### config.mk
export PLATFORM = sky130hd
export DESIGN_NAME = clock_set_ctrl_flat
export DESIGN_NICKNAME = d
export VERILOG_FILES = /design/src/rtl/clock_set_ctrl_if.sv /design/src/rtl/clock_set_ctrl.sv /design/src/flat_wrapper.sv
export SDC_FILE = /design/constraint.sdc
export NUM_CORES = 1
export LEC_CHECK = 0
export BUFFER_PORTS_ARGS = -buffer_cell sky130_fd_sc_hd__buf_4
export CAP_MARGIN = 0
export CORE_MARGIN = 3
export CORE_UTILIZATION = 56
export DETAILED_ROUTE_END_ITERATION = 8
export GPL_TIMING_DRIVEN = 0
export HOLD_SLACK_MARGIN = 0.03
export PLACE_DENSITY = 0.78
export SETUP_SLACK_MARGIN = 0.2
export SLEW_MARGIN = 20
export SYNTH_ARGS = -nofsm -noshare
export SYNTH_HDL_FRONTEND = slang
export SYNTH_SLANG_ARGS = --single-unit
### constraint.sdc
create_clock -name clk -period 2.3 [get_ports clk]
set_input_delay 0.115 -clock clk [delete_from_list [all_inputs] [get_ports clk]]
set_output_delay 0.115 -clock clk [all_outputs]
set_load 0.03 [all_outputs]
### src/rtl/clock_set_ctrl_if.sv
// Button/tick inputs and strobe/display outputs between the mode controller
// and its neighbours (debouncers, counter bank, display mux).
interface clock_set_ctrl_if;
  logic       sec_tick;
  logic       fast_tick;
  logic       mode_btn;
  logic       up_btn;
  logic       time_run;
  logic       sec_clr;
  logic       hour_inc;
  logic       min_inc;
  logic       ahour_inc;
  logic       amin_inc;
  logic       blink_h;
  logic       blink_m;
  logic       disp_alm;
  logic       alm_on;
  logic [2:0] state;

  modport master (
    output sec_tick, fast_tick, mode_btn, up_btn,
    input  time_run, sec_clr, hour_inc, min_inc, ahour_inc, amin_inc,
           blink_h, blink_m, disp_alm, alm_on, state
  );

  modport slave (
    input  sec_tick, fast_tick, mode_btn, up_btn,
    output time_run, sec_clr, hour_inc, min_inc, ahour_inc, amin_inc,
           blink_h, blink_m, disp_alm, alm_on, state
  );
endinterface

### src/rtl/clock_set_ctrl.sv
// Mode/set controller for the 24-hour clock: button edges to counter strobes,
// auto-repeat, blink and inactivity timeout. Macro CLKSET_ALARM_TOGGLE_EN adds UP-in-RUN alarm toggling.
module clock_set_ctrl #(
  parameter int RPT_DLY    = 5,
  parameter int RPT_PER    = 2,
  parameter int BLINK_HALF = 5,
  parameter int TIMEOUT    = 30
) (
  input  logic            clk,
  input  logic            rst,
  clock_set_ctrl_if.slave bus
);

  localparam int RW = $clog2(RPT_DLY + 1);
  localparam int BW = $clog2(BLINK_HALF + 1);
  localparam int TW = $clog2(TIMEOUT + 1);

  typedef enum logic [2:0] {
    RUN   = 3'd0,
    SET_H = 3'd1,
    SET_M = 3'd2,
    ALM_H = 3'd3,
    ALM_M = 3'd4
  } state_t;

  state_t          state_q, state_n;
  logic            mode_p0, up_p0;
  logic [RW-1:0]   rpt_cnt, rpt_cnt_n;
  logic            blk, blk_n;
  logic [BW-1:0]   blink_cnt, blink_cnt_n;
  logic            phase, phase_n;
  logic [TW-1:0]   to_cnt, to_cnt_n;
  logic            alm_q, alm_n;

  logic            time_run_q, sec_clr_q, hour_q, min_q, ahour_q, amin_q;
  logic            blink_h_q, blink_m_q, disp_alm_q;

  logic            mode_edge, up_edge, set_st, time_set, timeout_hit, chg;
  logic            rpt_hit, strobe, sec_clr_n;

  always_comb begin
    mode_edge   = bus.mode_btn & ~mode_p0;
    up_edge     = bus.up_btn & ~up_p0;
    set_st      = (state_q == SET_H) || (state_q == SET_M) ||
                  (state_q == ALM_H) || (state_q == ALM_M);
    time_set    = (state_q == SET_H) || (state_q == SET_M);
    timeout_hit = set_st && bus.sec_tick && (to_cnt == TW'(TIMEOUT - 1));

    state_n = state_q;
    case (state_q)
      RUN:     if (mode_edge) state_n = SET_H;
      SET_H:   if (mode_edge) state_n = SET_M;
      SET_M:   if (mode_edge) state_n = ALM_H;
      ALM_H:   if (mode_edge) state_n = ALM_M;
      ALM_M:   if (mode_edge) state_n = RUN;
      default: state_n = RUN;
    endcase
    if (timeout_hit) state_n = RUN;
    chg = (state_n != state_q);

    // A UP level carried across a mode change stays blocked until released.
    rpt_cnt_n = '0;
    rpt_hit   = 1'b0;
    if (set_st && bus.up_btn && !blk && !chg) begin
      rpt_cnt_n = rpt_cnt;
      if (bus.fast_tick) begin
        if (rpt_cnt + 1'b1 == RW'(RPT_DLY)) begin
          rpt_hit   = 1'b1;
          rpt_cnt_n = RW'(RPT_DLY - RPT_PER);
        end else begin
          rpt_cnt_n = rpt_cnt + 1'b1;
        end
      end
    end
    strobe = set_st && !chg && (up_edge || rpt_hit);

    if (!bus.up_btn)  blk_n = 1'b0;
    else if (chg)     blk_n = 1'b1;
    else              blk_n = blk;

    if (chg || mode_edge || up_edge || rpt_hit || !set_st) to_cnt_n = '0;
    else if (bus.sec_tick)                                 to_cnt_n = to_cnt + 1'b1;
    else                                                   to_cnt_n = to_cnt;

    phase_n     = phase;
    blink_cnt_n = blink_cnt;
    if (strobe || chg) begin
      phase_n     = 1'b0;
      blink_cnt_n = '0;
    end else if (bus.fast_tick) begin
      if (blink_cnt == BW'(BLINK_HALF - 1)) begin
        phase_n     = ~phase;
        blink_cnt_n = '0;
      end else begin
        blink_cnt_n = blink_cnt + 1'b1;
      end
    end

    sec_clr_n = time_set && chg && !((state_n == SET_H) || (state_n == SET_M));

`ifdef CLKSET_ALARM_TOGGLE_EN
    alm_n = alm_q ^ ((state_q == RUN) && up_edge && !mode_edge);
`else
    alm_n = 1'b1;
`endif
  end

  // Registered state, edge history and counters
  always_ff @(posedge clk or posedge rst) begin
    if (rst) begin
      state_q   <= RUN;
      mode_p0   <= 1'b0;
      up_p0     <= 1'b0;
      rpt_cnt   <= '0;
      blk       <= 1'b0;
      blink_cnt <= '0;
      phase     <= 1'b0;
      to_cnt    <= '0;
      alm_q     <= 1'b1;
    end else begin
      state_q   <= state_n;
      mode_p0   <= bus.mode_btn;
      up_p0     <= bus.up_btn;
      rpt_cnt   <= rpt_cnt_n;
      blk       <= blk_n;
      blink_cnt <= blink_cnt_n;
      phase     <= phase_n;
      to_cnt    <= to_cnt_n;
      alm_q     <= alm_n;
    end
  end

  // Registered outputs, all derived from the next-cycle view
  always_ff @(posedge clk or posedge rst) begin
    if (rst) begin
      time_run_q <= 1'b1;
      sec_clr_q  <= 1'b0;
      hour_q     <= 1'b0;
      min_q      <= 1'b0;
      ahour_q    <= 1'b0;
      amin_q     <= 1'b0;
      blink_h_q  <= 1'b0;
      blink_m_q  <= 1'b0;
      disp_alm_q <= 1'b0;
    end else begin
      time_run_q <= !((state_n == SET_H) || (state_n == SET_M));
      sec_clr_q  <= sec_clr_n;
      hour_q     <= strobe && (state_q == SET_H);
      min_q      <= strobe && (state_q == SET_M);
      ahour_q    <= strobe && (state_q == ALM_H);
      amin_q     <= strobe && (state_q == ALM_M);
      blink_h_q  <= phase_n && ((state_n == SET_H) || (state_n == ALM_H));
      blink_m_q  <= phase_n && ((state_n == SET_M) || (state_n == ALM_M));
      disp_alm_q <= (state_n == ALM_H) || (state_n == ALM_M);
    end
  end

  assign bus.state     = state_q;
  assign bus.time_run  = time_run_q;
  assign bus.sec_clr   = sec_clr_q;
  assign bus.hour_inc  = hour_q;
  assign bus.min_inc   = min_q;
  assign bus.ahour_inc = ahour_q;
  assign bus.amin_inc  = amin_q;
  assign bus.blink_h   = blink_h_q;
  assign bus.blink_m   = blink_m_q;
  assign bus.disp_alm  = disp_alm_q;
  assign bus.alm_on    = alm_q;

endmodule

### src/flat_wrapper.sv
// flat-port wrapper written by rule: the top's interface ports become plain ports
module clock_set_ctrl_flat 
#(
  parameter int RPT_DLY    = 5,
  parameter int RPT_PER    = 2,
  parameter int BLINK_HALF = 5,
  parameter int TIMEOUT    = 30
)
  (clk, rst, bus_sec_tick, bus_fast_tick, bus_mode_btn, bus_up_btn, bus_time_run, bus_sec_clr, bus_hour_inc, bus_min_inc, bus_ahour_inc, bus_amin_inc, bus_blink_h, bus_blink_m, bus_disp_alm, bus_alm_on, bus_state);
  clock_set_ctrl_if bus_i ();
  input  logic clk;
  input  logic rst;
  input wire logic [$bits(bus_i.sec_tick)-1:0] bus_sec_tick;
  input wire logic [$bits(bus_i.fast_tick)-1:0] bus_fast_tick;
  input wire logic [$bits(bus_i.mode_btn)-1:0] bus_mode_btn;
  input wire logic [$bits(bus_i.up_btn)-1:0] bus_up_btn;
  output wire logic [$bits(bus_i.time_run)-1:0] bus_time_run;
  output wire logic [$bits(bus_i.sec_clr)-1:0] bus_sec_clr;
  output wire logic [$bits(bus_i.hour_inc)-1:0] bus_hour_inc;
  output wire logic [$bits(bus_i.min_inc)-1:0] bus_min_inc;
  output wire logic [$bits(bus_i.ahour_inc)-1:0] bus_ahour_inc;
  output wire logic [$bits(bus_i.amin_inc)-1:0] bus_amin_inc;
  output wire logic [$bits(bus_i.blink_h)-1:0] bus_blink_h;
  output wire logic [$bits(bus_i.blink_m)-1:0] bus_blink_m;
  output wire logic [$bits(bus_i.disp_alm)-1:0] bus_disp_alm;
  output wire logic [$bits(bus_i.alm_on)-1:0] bus_alm_on;
  output wire logic [$bits(bus_i.state)-1:0] bus_state;
  assign bus_i.sec_tick = bus_sec_tick;
  assign bus_i.fast_tick = bus_fast_tick;
  assign bus_i.mode_btn = bus_mode_btn;
  assign bus_i.up_btn = bus_up_btn;
  assign bus_time_run = bus_i.time_run;
  assign bus_sec_clr = bus_i.sec_clr;
  assign bus_hour_inc = bus_i.hour_inc;
  assign bus_min_inc = bus_i.min_inc;
  assign bus_ahour_inc = bus_i.ahour_inc;
  assign bus_amin_inc = bus_i.amin_inc;
  assign bus_blink_h = bus_i.blink_h;
  assign bus_blink_m = bus_i.blink_m;
  assign bus_disp_alm = bus_i.disp_alm;
  assign bus_alm_on = bus_i.alm_on;
  assign bus_state = bus_i.state;
  clock_set_ctrl #(.RPT_DLY(RPT_DLY), .RPT_PER(RPT_PER), .BLINK_HALF(BLINK_HALF), .TIMEOUT(TIMEOUT)) u_core (.clk(clk), .rst(rst), .bus(bus_i));
endmodule
======== Word-level counts from Yosys, hierarchy flattened ========
Index checks and enable logic that the tools add are counted.
word-level totals
  bits in registers ....................... 27
  bits in latches ......................... 0
  RAM bits ................................ 0
  ROM bits ................................ 0
  bits of input ports ..................... 6
  output and inout bits ................... 13
  word-level logic and storage cells ...... 97
  memories kept ........................... 0
cells by class
  $add $sub $neg .......................... 3
  multipliers ............................. 0
  div/mod/pow operators ................... 0
  magnitude comparators ................... 0
  equality and inequality tests ........... 14
  shift operators ......................... 0
  muxes and demuxes ....................... 23
  bitwise logic cells ..................... 5
  reduce and logical (&&, ||, !) cells .... 35
operators with widths
  kind                 count
  $mux 3               12
  $logic_and 1x1->1    15
  $pmux 3 s5           1
  $logic_or 1x1->1     13
  $eq 3x2->1 const B   4
  $eq 3x3->1 const B   4
  $mux 5               2
  $mux 1               8
  $add 3x1->3 const B  2
  $eq 3x1->1 const B   2
  $add 5x1->5 const B  1
  $eq 5x5->1 const B   1
  $logic_not 1->1      4
  $reduce_bool 2->1    2
  $logic_not 3->1      1
  $ne 3x3->1           1
  $not 1->1            3
  $and 1x1->1          2
  $ne 2x1->1 const B   1
  $ne 2x2->1 const B   1

======== Depth between registers and ports, before layout ========
Gate-level depths: netlist (run 1).
  word-level depth ........................ 16
  gate-level depth with buffers ........... 8
  gate-level depth less buffers ........... 7

======== Worst setup path before layout (run 1) ========
No wires, ideal clock.
  path type ............................... reg-to-reg
  from .................................... register u_core.to_cnt[0]
  to ...................................... register u_core.disp_alm_q, in the netlist u_core.bus.disp_alm
  setup time .............................. 104 ps
  data arrival time ....................... 1,660 ps
  slack ................................... 536 ps
  stages on the path, launching flop included .. 8
  period minus slack after synthesis ...... 1,764 ps
  cell sequence ........................... dfrtp_1 -> ha_1 -> and3_4 -> and3_4 -> buf_6 -> a2111oi_4 -> a31oi_2 -> o41ai_2
between the ends
  longest elaborated chain between the ends .. 5
  elaborated cells between the ends (all ways) .. 6
ends and longest elaborated chain
  element                                          RTL line               source
  start, declared                                  clock_set_ctrl.sv:32   logic [TW-1:0] to_cnt, to_cnt_n;
  start signal, assigned                           clock_set_ctrl.sv:128  to_cnt <= to_cnt_n;
  $eq 5x5->1 *                                     clock_set_ctrl.sv:47   timeout_hit = set_st && bus.sec_tick && (to_cnt == TW'(TIMEOUT - 1));
  $logic_and 1x1->1 *                              clock_set_ctrl.sv:47
  $mux 3 *                                         clock_set_ctrl.sv:58   if (timeout_hit) state_n = RUN;
  $eq 3x2->1 / $eq 3x3->1 (equally long branches)  clock_set_ctrl.sv:154  disp_alm_q <= (state_n == ALM_H) || (state_n == ALM_M);
  $logic_or 1x1->1 *                               clock_set_ctrl.sv:154
  end signal, assigned                             clock_set_ctrl.sv:154
  end, declared                                    clock_set_ctrl.sv:36   logic blink_h_q, blink_m_q, disp_alm_q;
Mark *: on every way between the ends. The rest lies on a longest branch, timed or not.
A chain may end at the register's enable or synchronous reset.

======== Worst setup path in the final report (run 1) ========
Same ends and word-level chain as after synthesis.

==> results of run 1 <==
-- per-stage QoR --
step                worst slack, ps  util [%]  std cells  power, W  hold slack [ps]
floorplan                       536         -        138   0.00103              146
global placement                459      67.6        182   0.00116              239
detailed placement              319      67.6        182   0.00119              242
CTS                             300      70.1        189   0.00140              169
global route                    215      70.2        189   0.00149              176
finish                          302      70.2        189   0.00138              190
-- area by class of cell --
class	instances	area share, %
Clock inverter	1	0.313
Multi-Input combinational cell	94	39.4
Timing Repair Buffer	19	9.40
Inverter	10	2.35
Sequential cell	27	42.4
Tap cell	28	2.19
Buffer	7	2.51
Clock buffer	3	1.41
-- layout by cell type (no fill, tap or decap), types with 2 or more instances in the layout --
cell type and n:
dfrtp_1 25, nand2b_1 3, nand2_1 10, nand4_1 2, dlygate4sd3_1 3, a21oi_1 7
o21ai_1 2, buf_2 2, clkbuf_1 3, nor2b_1 5, clkbuf_4 3, buf_4 17
nor2_1 18, xor2_1 5, and3_4 2, o21ai_0 2, nor3_1 5, nor3b_1 2
ha_1 6, xnor2_1 4, nand3_1 2, inv_1 10, a211oi_1 3
-- flip-flops by register name, summed over array words and instances (netlist names) --
register / count
u_core.rpt_cnt: 3
u_core.bus.time_run: 1
u_core.phase: 1
u_core.bus.state: 3
u_core.blk: 1
u_core.bus.ahour_inc: 1
u_core.bus.blink_h: 1
u_core.up_p0: 1
u_core.blink_cnt: 3
u_core.to_cnt: 5
u_core.bus.blink_m: 1
u_core.bus.min_inc: 1
u_core.bus.hour_inc: 1
u_core.bus.sec_clr: 1
u_core.bus.amin_inc: 1
u_core.mode_p0: 1
u_core.bus.disp_alm: 1
-- timing repair --
| action | 4_1_cts | 5_1_grt |
|---|---|---|
| hold endpoints to repair | 16 | 0 |
| hold buffers | 3 | 0 |
| endpoints found under the setup margin | 0 | 1 |
| resized for setup | 0 | 1 |
-- cell families after synthesis --
| group | count (synthesis) | share of synthesized area (%) |
|---|---|---|
| AND/OR/NAND/NOR | 53 | 19.4 |
| flip-flops | 27 | 48.9 |
| AO/OA/AOI/OAI | 23 | 13.2 |
| buffers and inverters | 17 | 5.61 |
| XOR/XNOR | 9 | 5.70 |
| adder cells (fa/ha/maj) | 7 | 6.15 |
| other | 1 | 0.271 |
| multiplexers | 1 | 0.723 |
-- layer usage --
layer,track usage (%),part of all wire (%)
met4,10.4,2.0
met2,29.4,49
met1,23.0,46
met3,3.02,3.7
met5,0,0
-- critical path, stage by stage (launching register included) --
cell and delay, ps:
dfrtp_2 460, ha_1 210, and3_4 180, and3_4 170, buf_6 130, a2111oi_4 380
a31oi_2 120, o41ai_2 260
-- path summary, 6_finish.rpt --
check	from	end	slack [ps]	depth (start not counted)
worst min register to register	u_core.blk	u_core.blk	570	2
max in group asynchronous	rst	u_core.to_cnt[0]	1060	3
worst max register to register	u_core.to_cnt[0]	u_core.bus.disp_alm	300	7
min in group asynchronous	rst	u_core.to_cnt[3]	590	3
worst max-delay path	u_core.to_cnt[0]	u_core.bus.disp_alm	300	7
worst min-delay path	bus_sec_tick	u_core.to_cnt[1]	190	3
-- power breakdown --
part           internal, W  leakage, nW  switching [W]  total (W)
registers         0.000557        0.358      0.0000640   0.000621
clock network    0.0000651       0.0177       0.000132   0.000197
logic             0.000216        0.385       0.000349   0.000565
==> results.cfg, run 1 <==
[synthesis]
synth_flop_cell = dfrtp_1
synth.area.top_cells = dfrtp_1, ha_1, nor2_1
synth-seq-cells = 27
ys_seq_area_share_pct = 48.9
postSynthCellCount = 138
yosys_warnings = 0
synth_area_um2 = 1380
ys_async_sr_fraction_pct = 100
synthMostInstantiatedCell = dfrtp_1
synth_area_per_cell_um2 = 10.0
synth_edf_count = 0
synth_top_area_share_pct = 47.0
syn_nets = 150
yosysUniqueCellTypes = 39
yosysTopAreaCell = dfrtp_1
synth_common_cells = dfrtp_1, nor2_1, inv_1, nand2_1, a21oi_1

[timing]
fin_tns_setup_ps = 0
skew_ps = 3.12
hold_viol = 0
grt_setup_unrepaired = no
setup_viol_count_final = 0
slew_viol_final = 0
slew_headroom_pct = 34.3
layout_min_cycle_time_ps = 2000
worst_pin_slew_ps = 984
post-route-period-util_pct = 86.9
fmax_ghz = 0.501

[finish]
register_area_um2 = 678
stdcell_area_um2 = 1600
diodes = 0
nets = 174
drive_gt1_share_pct = 20.5
syn2layout_area_growth_pct = 15.5
nFillCells = 184
multiInputGateArea_um2 = 629

[drt]
via_count = 1012
drtAntennaViolNets = 0
wirelength_um = 2590
route.detailed.drc = 0
drt_iter0_markers = 27
drt_first_pass_iters = 4
routedWlPerCell_um = 13.7
post_drt_via_cell_ratio = 5.35

[cts]
clockRootBuffer = clkbuf_4
clock_latency_ps = 320
cts_max_level = 1
clockBufferDepth = 2
clk_pin_slew_ps = 140
post_cts_buffers = 0
cts_sinks = 27
cts-buffers-inserted = 3
cts_tree = built

[die]
core-area_um2 = 2280
pin_count = 19
row_count = 17
die_area_um2 = 3100
die_h_um = 55.7
initial_core_util_pct = 60.8
chipWidth_um = 55.7

[global_route]
globalRoute.totalOverflow = 0
grt_first_pass_wirelength_um = 4470
track_usage_pct = 18.2
grt_pass1_vias = 1012
antenna_found_initial = 0
grt_max_degree = 28

[placed_design]
portBuffers = 16
post_dp_cell_area_um2 = 1540
hpwl_um = 1880
gp_congestion = 0.772

[worst_setup_path]
worstPathRequired_ps = 2520
worstPathArrival_ps = 2220
critical_path_class = reg -> reg
path_max_fanout = 7
start_kind = flip-flop
endpoint_kind = flip-flop

[status]
status = finished, final reports clean

[flow_run]
drv_cap = 0

[power]
ir_worst_vdd_v = 0.000722
p_leak_nw = 0.761
powerDensity_nw_per_um2 = 866

[hold_path]
hold_class = in -> reg
No activity file was read; power rests on OpenSTA's default activity.
==> run 2, diff against run 1 <==
--- a/config.mk
+++ b/config.mk
@@ -5,14 +5,15 @@
 export SDC_FILE = /design/constraint.sdc
 export NUM_CORES = 1
 export LEC_CHECK = 0
-export BUFFER_PORTS_ARGS = -buffer_cell sky130_fd_sc_hd__buf_4
 export CAP_MARGIN = 0
 export CORE_MARGIN = 3
-export CORE_UTILIZATION = 56
+export CORE_UTILIZATION = 61
 export DETAILED_ROUTE_END_ITERATION = 8
+export DONT_BUFFER_PORTS = 1
 export GPL_TIMING_DRIVEN = 0
 export HOLD_SLACK_MARGIN = 0.03
-export PLACE_DENSITY = 0.78
+export PLACE_DENSITY = 0.77
+export RECOVER_POWER = 100
 export SETUP_SLACK_MARGIN = 0.2
 export SLEW_MARGIN = 20
 export SYNTH_ARGS = -nofsm -noshare
==> run 2 against run 1 <==
Via count shrank 4.6%; sequential power grew 14%; register-to-register slack got worse by 40 ps; largest cell class unchanged; cell count shrank 9.0%; wire length down 9.1%; sequential share of layout area increased by 4.8 points; largest power group unchanged; utilization shrank 0.66 points; first-iteration DRC count down 48%; flip-flop and latch count unchanged; global-route usage is 1.4 points higher.
==> results.cfg, run 2 (synthesized netlist as in run 1, its figures left out) <==
[drt]
wirelength_um = 2360
routedWlPerCell_um = 13.7
route.detailed.drc = 0
post_drt_via_cell_ratio = 5.61
drt_first_pass_iters = 7
drtAntennaViolNets = 0
drt_iter0_markers = 14
via_count = 965

[finish]
drive_gt1_share_pct = 6.21
nets = 158
stdcell_area_um2 = 1430
diodes = 0
largest_register_ffs = 5
syn2layout_area_growth_pct = 3.62
final_common_cell = dfrtp_1
regMostFlops = u_core.to_cnt
final_cell_mix = dfrtp_1, nor2_1, inv_1, nand2_1, a21oi_1
instances_no_fill = 172

[hold_path]
min-delay-start = bus_up_btn
hold_class = in -> reg
worstHoldEndpoint = u_core.rpt_cnt[0]
whs_path_depth = 3

[power]
p_leak_nw = 0.675
ir_worst_vdd_v = 0.000680
powerDensity_nw_per_um2 = 888

[timing]
setup_ws_ps = 260
layout_min_cycle_time_ps = 2040
setup_viol_count_final = 0
fin_tns_setup_ps = 0
skew_ps = 7.71
fmax_ghz = 0.490
whs_ps = 96.9
post-route-period-util_pct = 88.7
grt_setup_unrepaired = no
worst_pin_slew_ps = 986
slew_viol_final = 0
slew_headroom_pct = 34.2
hold_viol = 0

[flow_run]
drv_cap = 0

[worst_setup_path]
endpoint_kind = flip-flop
path_max_fanout = 7
worstPathArrival_ps = 2250
r2r_slack_ps = 260
ff2ff_path_depth = 7
start_kind = flip-flop
reg2reg_from = u_core.to_cnt[0]
critical_path_class = reg -> reg
rr_endpoint = u_core.bus.disp_alm
worstPathRequired_ps = 2510

[die]
row_count = 16
die_area_um2 = 2880
core-area_um2 = 2060
die_h_um = 53.6
initial_core_util_pct = 67.1
pin_count = 19
chipWidth_um = 53.6

[global_route]
grt_pass1_vias = 944
antenna_found_initial = 0
grt_max_degree = 28
grt_first_pass_wirelength_um = 4130
track_usage_pct = 19.7
globalRoute.totalOverflow = 0

[cts]
cts_sinks = 27
clk_pin_slew_ps = 140
clockRootBuffer = clkbuf_4
clockBufferDepth = 2
cts_max_level = 1
cts_tree = built
post_cts_resized = 0
post_cts_buffers = 0
cts-buffers-inserted = 3
clock_latency_ps = 310

[placed_design]
portBuffers = 0
gp_congestion = 0.741
preCtsSetupSlack_ps = 413
post_dp_cell_area_um2 = 1420
hpwl_um = 1680
dpl.cell_count = 165

[status]
status = finished, final reports clean
==> run 2: layout make-up <==
class / count / area [um2]
Inverter: 10 / 37.5
Multi-Input combinational cell: 94 / 589
Tap cell: 27 / 33.8
Timing Repair Buffer: 3 / 30.0
Fill cell: 176 / 628
Clock buffer: 4 / 26.3
Sequential cell: 27 / 677
Buffer: 7 / 40.0
==> run 2: layer usage <==
layer | global-route usage, % | wire length, um | share of wire (%) | up-vias
met4 | 5.11 | 13 | 0.55 | 0
li1 | - | - | - | 476
met1 | 25.6 | 1140 | 48 | 473
met2 | 34.3 | 1150 | 49 | 14
met3 | 2.77 | 58 | 2.5 | 2
met5 | 0 | 0 | 0 | -
==> run 2: repair_timing <==
| action | CTS | global route |
|---|---|---|
| setup endpoints to repair | 0 | 0 |
| endpoints found under the hold margin | 29 | 0 |
| hold buffers | 3 | 0 |
==> run 2: how the worst max path moves through the flow <==
stage                startpoint             endpoint  slack (ps)  cells after the start
3_5_place_dp   u_core.to_cnt[0]  u_core.bus.disp_alm         410                      7
2_1_floorplan  u_core.to_cnt[0]  u_core.bus.disp_alm         540                      7
3_3_place_gp   u_core.to_cnt[0]     u_core.to_cnt[1]         450                      7
5_1_grt        u_core.to_cnt[0]  u_core.bus.disp_alm         120                      7
4_1_cts        u_core.to_cnt[0]  u_core.bus.disp_alm         370                      7
6_report       u_core.to_cnt[0]  u_core.bus.disp_alm         260                      7
==> run 2: power breakdown <==
part / internal [W] / leakage (nW) / switching [W]
Clock: 0.0000676 / 0.0150 / 0.000125
Sequential: 0.000554 / 0.359 / 0.000152
Combinational: 0.000148 / 0.301 / 0.000227
==> run 2: worst max-delay path: stages (launching register included) <==
cell and delay, ps:
dfrtp_1 440, ha_1 210, and3_1 190, and3_1 180
buf_6 130, a2111oi_0 390, a31oi_1 150, o41ai_2 240
==> run 2: metrics by stage <==
| stage | util [%] | power, W |
|---|---|---|
| after floorplan | - | 0.00103 |
| after global placement | 68.8 | 0.00110 |
| after detailed placement | 68.8 | 0.00111 |
| after CTS | 71.5 | 0.00131 |
| after global routing | 69.5 | 0.00138 |
| final | 69.5 | 0.00127 |
